`config.mk`:
```
export PLATFORM = sky130hd
export DESIGN_NAME = bist_sequencer
export DESIGN_NICKNAME = d
export VERILOG_FILES = /design/src/rtl/bist_sequencer.sv
export SDC_FILE = /design/constraint.sdc
export NUM_CORES = 1
export LEC_CHECK = 0
export ABC_AREA = 1
export CAP_MARGIN = 30
export CORE_MARGIN = 5
export CORE_UTILIZATION = 55
export DETAILED_ROUTE_END_ITERATION = 10
export PLACE_DENSITY = 0.76
export RECOVER_POWER = 100
export REMOVE_ABC_BUFFERS = 1
export SLEW_MARGIN = 20
export SYNTH_ARGS = -nofsm -noshare
export SYNTH_HDL_FRONTEND = slang
export SYNTH_SLANG_ARGS = --single-unit
export TNS_END_PERCENT = 10
```
`constraint.sdc`:
```
create_clock -name clk -period 3.4 [get_ports clk]
set_clock_uncertainty 0.1 [all_clocks]
set_input_delay 1.02 -clock clk [delete_from_list [all_inputs] [get_ports clk]]
set_output_delay 1.02 -clock clk [all_outputs]
set_load 0.01 [all_outputs]
```
`src/rtl/bist_sequencer.sv`:
```
// BIST pattern scheduler: runs ring, johnson, lfsr engines in turn for a
// fixed number of prescaled steps each, then reports done.
// Ports: clk, rst (sync, active-high), start, abort, phase_mask[2:0];
//   outputs ring_counter_enable, johnson_counter_enable, lfsr_enable,
//   load, step, phase[1:0], busy, done.
// Optional: define BIST_SEQ_LOOP_EN to loop the masked phases until abort.
module bist_sequencer #(
  parameter int PRESCALE = 25000000,
  parameter int DWELL    = 8
) (
  input  logic       clk,
  input  logic       rst,
  input  logic       start,
  input  logic       abort,
  input  logic [2:0] phase_mask,
  output logic       ring_counter_enable,
  output logic       johnson_counter_enable,
  output logic       lfsr_enable,
  output logic       load,
  output logic       step,
  output logic [1:0] phase,
  output logic       busy,
  output logic       done
);

  localparam int PW = (PRESCALE > 1) ? $clog2(PRESCALE) : 1;
  localparam int DW = (DWELL > 1) ? $clog2(DWELL) : 1;
  localparam logic [PW-1:0] PMAX = PW'(PRESCALE - 1);
  localparam logic [DW-1:0] DMAX = DW'(DWELL - 1);

  typedef enum logic [2:0] {
    S_IDLE,
    S_LOAD_RING,
    S_RUN_RING,
    S_LOAD_JOHN,
    S_RUN_JOHN,
    S_LOAD_LFSR,
    S_RUN_LFSR,
    S_DONE
  } state_t;

  state_t        state, state_d;
  logic [PW-1:0] presc, presc_d;
  logic [DW-1:0] dwell, dwell_d;
  logic [2:0]    mask_q, mask_d;
  logic          tick, last;

  // LOAD state of the lowest set bit; DONE when nothing is set.
  function automatic state_t load_of(input logic [2:0] m);
    state_t s;
    s = S_DONE;
    if (m[2]) s = S_LOAD_LFSR;
    if (m[1]) s = S_LOAD_JOHN;
    if (m[0]) s = S_LOAD_RING;
    return s;
  endfunction

  // Successor once a phase has spent its last step.
  function automatic state_t after(input logic [2:0] rest,
                                   input logic [2:0] m);
    state_t s;
    s = load_of(rest);
`ifdef BIST_SEQ_LOOP_EN
    if (s == S_DONE) s = load_of(m);
`else
    if (m == 3'b000) s = S_DONE;
`endif
    return s;
  endfunction

  assign tick = (presc == PMAX);
  assign last = (dwell == DMAX);

  always_ff @(posedge clk) begin
    if (rst) begin
      state  <= S_IDLE;
      presc  <= '0;
      dwell  <= '0;
      mask_q <= 3'b000;
    end else begin
      state  <= state_d;
      presc  <= presc_d;
      dwell  <= dwell_d;
      mask_q <= mask_d;
    end
  end

  always_comb begin
    state_d = state;
    presc_d = presc;
    dwell_d = dwell;
    mask_d  = mask_q;
    if (abort) begin
      state_d = S_IDLE;
      presc_d = '0;
      dwell_d = '0;
    end else begin
      case (state)
        S_IDLE, S_DONE: begin
          presc_d = '0;
          dwell_d = '0;
          if (start) begin
            mask_d  = phase_mask;
            state_d = load_of(phase_mask);
          end
        end
        S_LOAD_RING, S_LOAD_JOHN, S_LOAD_LFSR: begin
          presc_d = '0;
          dwell_d = '0;
          state_d = state_t'(state + 3'd1);
        end
        S_RUN_RING, S_RUN_JOHN, S_RUN_LFSR: begin
          if (tick) begin
            presc_d = '0;
            if (last) begin
              dwell_d = '0;
              case (state)
                S_RUN_RING: state_d = after(mask_q & 3'b110, mask_q);
                S_RUN_JOHN: state_d = after(mask_q & 3'b100, mask_q);
                default:    state_d = after(3'b000, mask_q);
              endcase
            end else begin
              dwell_d = dwell + 1'b1;
            end
          end else begin
            presc_d = presc + 1'b1;
          end
        end
        default: begin
          state_d = S_IDLE;
          presc_d = '0;
          dwell_d = '0;
        end
      endcase
    end
  end

  always_comb begin
    ring_counter_enable    = 1'b0;
    johnson_counter_enable = 1'b0;
    lfsr_enable            = 1'b0;
    load                   = 1'b0;
    step                   = 1'b0;
    phase                  = 2'b00;
    busy                   = 1'b0;
    done                   = 1'b0;
    case (state)
      S_LOAD_RING, S_RUN_RING: begin
        ring_counter_enable = 1'b1;
        phase               = 2'b01;
      end
      S_LOAD_JOHN, S_RUN_JOHN: begin
        johnson_counter_enable = 1'b1;
        phase                  = 2'b10;
      end
      S_LOAD_LFSR, S_RUN_LFSR: begin
        lfsr_enable = 1'b1;
        phase       = 2'b11;
      end
      S_DONE:  done = 1'b1;
      default: ;
    endcase
    case (state)
      S_LOAD_RING, S_LOAD_JOHN, S_LOAD_LFSR: begin
        load = 1'b1;
        busy = 1'b1;
      end
      S_RUN_RING, S_RUN_JOHN, S_RUN_LFSR: begin
        step = tick;
        busy = 1'b1;
      end
      default: ;
    endcase
  end

endmodule
```
==> impl_metrics.json, run 1 <==
{
  "clockPowerShare_pct": 29.3,
  "rsz0062_at_grt": "no",
  "vias": 1912,
  "area_growth_pct": 12.0,
  "worstPathRequired_ns": 2.28,
  "rows": 22,
  "routed_wl_um": 4530,
  "timing.rr.start": "presc[0]$_SDFF_PP0_",
  "grt-ovfl-total": 0,
  "ir_drop_v": 0.000322,
  "vias_per_cell": 5.17,
  "cts_num_sinks": 33,
  "crit_type": "register to output port",
  "start_util_pct": 56.5,
  "die_h_um": 71.3,
  "drtAntennaViolNets": 0,
  "clk-insertion-delay-late_ns": 0.28,
  "antenna_found_initial": 0,
  "clkTransAtPathRegs_ns": 0.07,
  "htreeDepth": 2,
  "ys_seq_elements": 33,
  "ys_types": 34,
  "pin_count": 16,
  "maxSlewHeadroom_pct": 52.8,
  "p_seq_share_pct": 44.2,
  "synth.area.top_cells": "dfxtp_1 (32%), nand2_1 (13%), nor2_1 (10%)",
  "combPwrFrac_pct": 26.5,
  "grt_max_degree": 19,
  "reg2reg_depth": 9,
  "drive_gt1_share_pct": 9.63,
  "whs_path_depth": 1,
  "worst_pin_slew_ns": 0.706,
  "dieArea_sq_um": 5090,
  "ys_seq_area_share_pct": 31.9,
  "grt_pass1_wl_um": 7290,
  "wl_per_cell_um": 12.2,
  "cts_tree": "built",
  "power.switching_mw": 0.296,
  "grt_pass1_vias": 1663,
  "place_area_sq_um": 2260,
  "drv_slew": 0,
  "synth-adder-area-share_pct": 6.05,
  "fp.dieW_um": 71.3,
  "most-common-layout-cells": "nand2_1 (73), nor2_1 (57), dfxtp_1 (33), inv_1 (29), nand3_1 (14)",
  "status": "complete, no violations",
  "portBuffers": 15,
  "cts_hold_buffers": 0,
  "root_buffer": "clkbuf_8",
  "yosys.area_share.simple_pct": 44.5,
  "cts_setup_buffers": 0,
  "start_kind": "register",
  "r2r_slack_ns": 0.99,
  "fin_nets": 338,
  "synth_area_sq_um": 2070,
  "postCtsResizedCells": 0,
  "powerDensity_nw_per_um2": 407,
  "reg2reg_to": "presc[15]$_SDFF_PP0_",
  "final_area_sq_um": 2320,
  "route.detailed.drc": 0,
  "synth_top_family_by_area": "simple AND/OR/NAND/NOR gates",
  "numCtsBuffers": 5,
  "path_max_fanout": 5,
  "finalPower_mw": 0.942,
  "cp_data_arrival_time_ns": 2.08,
  "yosysTopAreaCellShare_pct": 31.9,
  "antenna_cells": 0,
  "crit_path_end_kind": "output port",
  "synth_xor_area_share_pct": 4.66,
  "drv_cap": 0,
  "synth_top_area_cell": "dfxtp_1",
  "ys_warn_count": 0,
  "fmax_mhz": 313,
  "drt-initial-drc-count": 196,
  "sw_frac_of_total_pct": 31.4,
  "grt_usage_pct": 17.8,
  "finalSetupViolCount": 0,
  "clock_path_buffers": 2,
  "hpwl_um": 3610,
  "min_to": "presc[0]$_SDFF_PP0_",
  "period_share_pct": 94.0,
  "synth_mux_area_share_pct": 0,
  "hp-start": "presc[0]$_SDFF_PP0_",
  "syn-mean-instance-area_sq_um": 6.87,
  "setup-tns-final_ns": 0,
  "synthCells": 301,
  "place_congestion": 0.899,
  "final_common_cell": "nand2_1",
  "p_leak_nw": 0.861,
  "core_sq_um": 3660,
  "period_needed_ns": 3.20,
  "hold_path_class": "register to register",
  "synth_compound_area_share_pct": 5.51,
  "drtPass1Iterations": 5,
  "p_int_mw": 0.646,
  "finalHoldViolations": 0
}
## state kept, by name, summed over array words and instances (netlist names)
register  flops
presc        25
state         3
mask_q        2
dwell         3
## cells in the mapped netlist (all sizes together)
library cell	instances
a21oi	11
nor4	1
a31oi	1
and3	2
dfxtp	33
a211oi	2
nor2	65
o21ai	6
nand2	78
nand3b	4
inv	32
ha	10
buf	4
nand4	8
o21bai	1
xnor2	2
nor3b	2
nor3	10
nand3	17
or2	3
xor2	9
## worst max-delay path, stage by stage (launching register included)
cell	delay [ns]
dfxtp_1	0.42
nand2_1	0.11
nor2_1	0.19
nand3_1	0.12
nor2_1	0.17
nand2_1	0.09
nor2_2	0.09
dlygate4sd3_1	0.61
## power by group through the flow
stage / sequential (mW) / combinational, mW / clock, mW
after floorplan: 0.420 / 0.168 / 0
after global placement: 0.424 / 0.261 / 0
after global routing: 0.419 / 0.279 / 0.304
after CTS: 0.417 / 0.267 / 0.279
after detailed placement: 0.425 / 0.265 / 0
final: 0.417 / 0.249 / 0.276
## worst max-delay path by stage
stage	end	startpoint	slack, ns
2_1_floorplan	step	presc[0]$_SDFF_PP0_	1.12
3_3_place_gp	step	presc[0]$_SDFF_PP0_	0.55
3_5_place_dp	step	presc[0]$_SDFF_PP0_	0.50
4_1_cts	step	presc[0]$_SDFF_PP0_	0.19
5_1_grt	step	presc[0]$_SDFF_PP0_	0.07
6_report	step	presc[11]$_SDFF_PP0_	0.20
## stage by stage
step,utilization [%],worst slack (ns),hold slack [ns],cells
final,63.3,0.204,0.355,370
after global routing,63.3,0.0659,0.387,370
after CTS,64.0,0.188,0.355,370
after detailed placement,61.8,0.499,0.345,362
after global placement,61.8,0.553,0.332,362
after floorplan,-,1.12,0.318,297
## area by class of cell
| class | count | area (sq um) |
|---|---|---|
| Fill cell | 331 | 1340 |
| Multi-Input combinational cell | 232 | 1240 |
| Sequential cell | 33 | 661 |
| Timing Repair Buffer | 17 | 158 |
| Inverter | 32 | 120 |
| Clock buffer | 8 | 80.1 |
| Tap cell | 48 | 60.1 |
## per-layer routing
| layer | track usage, % | routed length, um |
|---|---|---|
| met1 | 23.4 | 2190 |
| met2 | 28.7 | 2110 |
| met3 | 3.37 | 174 |
| met4 | 6.89 | 50 |
| met5 | 0 | 0 |
## cell families (layout without fill, tap and decap cells)
kind of cell,Yosys count,after routing
AO/OA/AOI/OAI,21,21
XOR/XNOR,11,11
adder cells (fa/ha/maj),10,10
buffers and inverters,36,57
flip-flops,33,33
AND/OR/NAND/NOR,190,190
No activity file was read; power rests on OpenSTA's default activity.
==> run 2: changes to the inputs <==
--- a/config.mk
+++ b/config.mk
@@ -6,7 +6,7 @@
 export NUM_CORES = 1
 export LEC_CHECK = 0
 export ABC_AREA = 1
-export CAP_MARGIN = 30
+export CAP_MARGIN = 5
 export CORE_MARGIN = 5
 export CORE_UTILIZATION = 55
 export DETAILED_ROUTE_END_ITERATION = 10
==> results of run 2 <==
Final layout, timing and power as in run 1 (identical DEF).
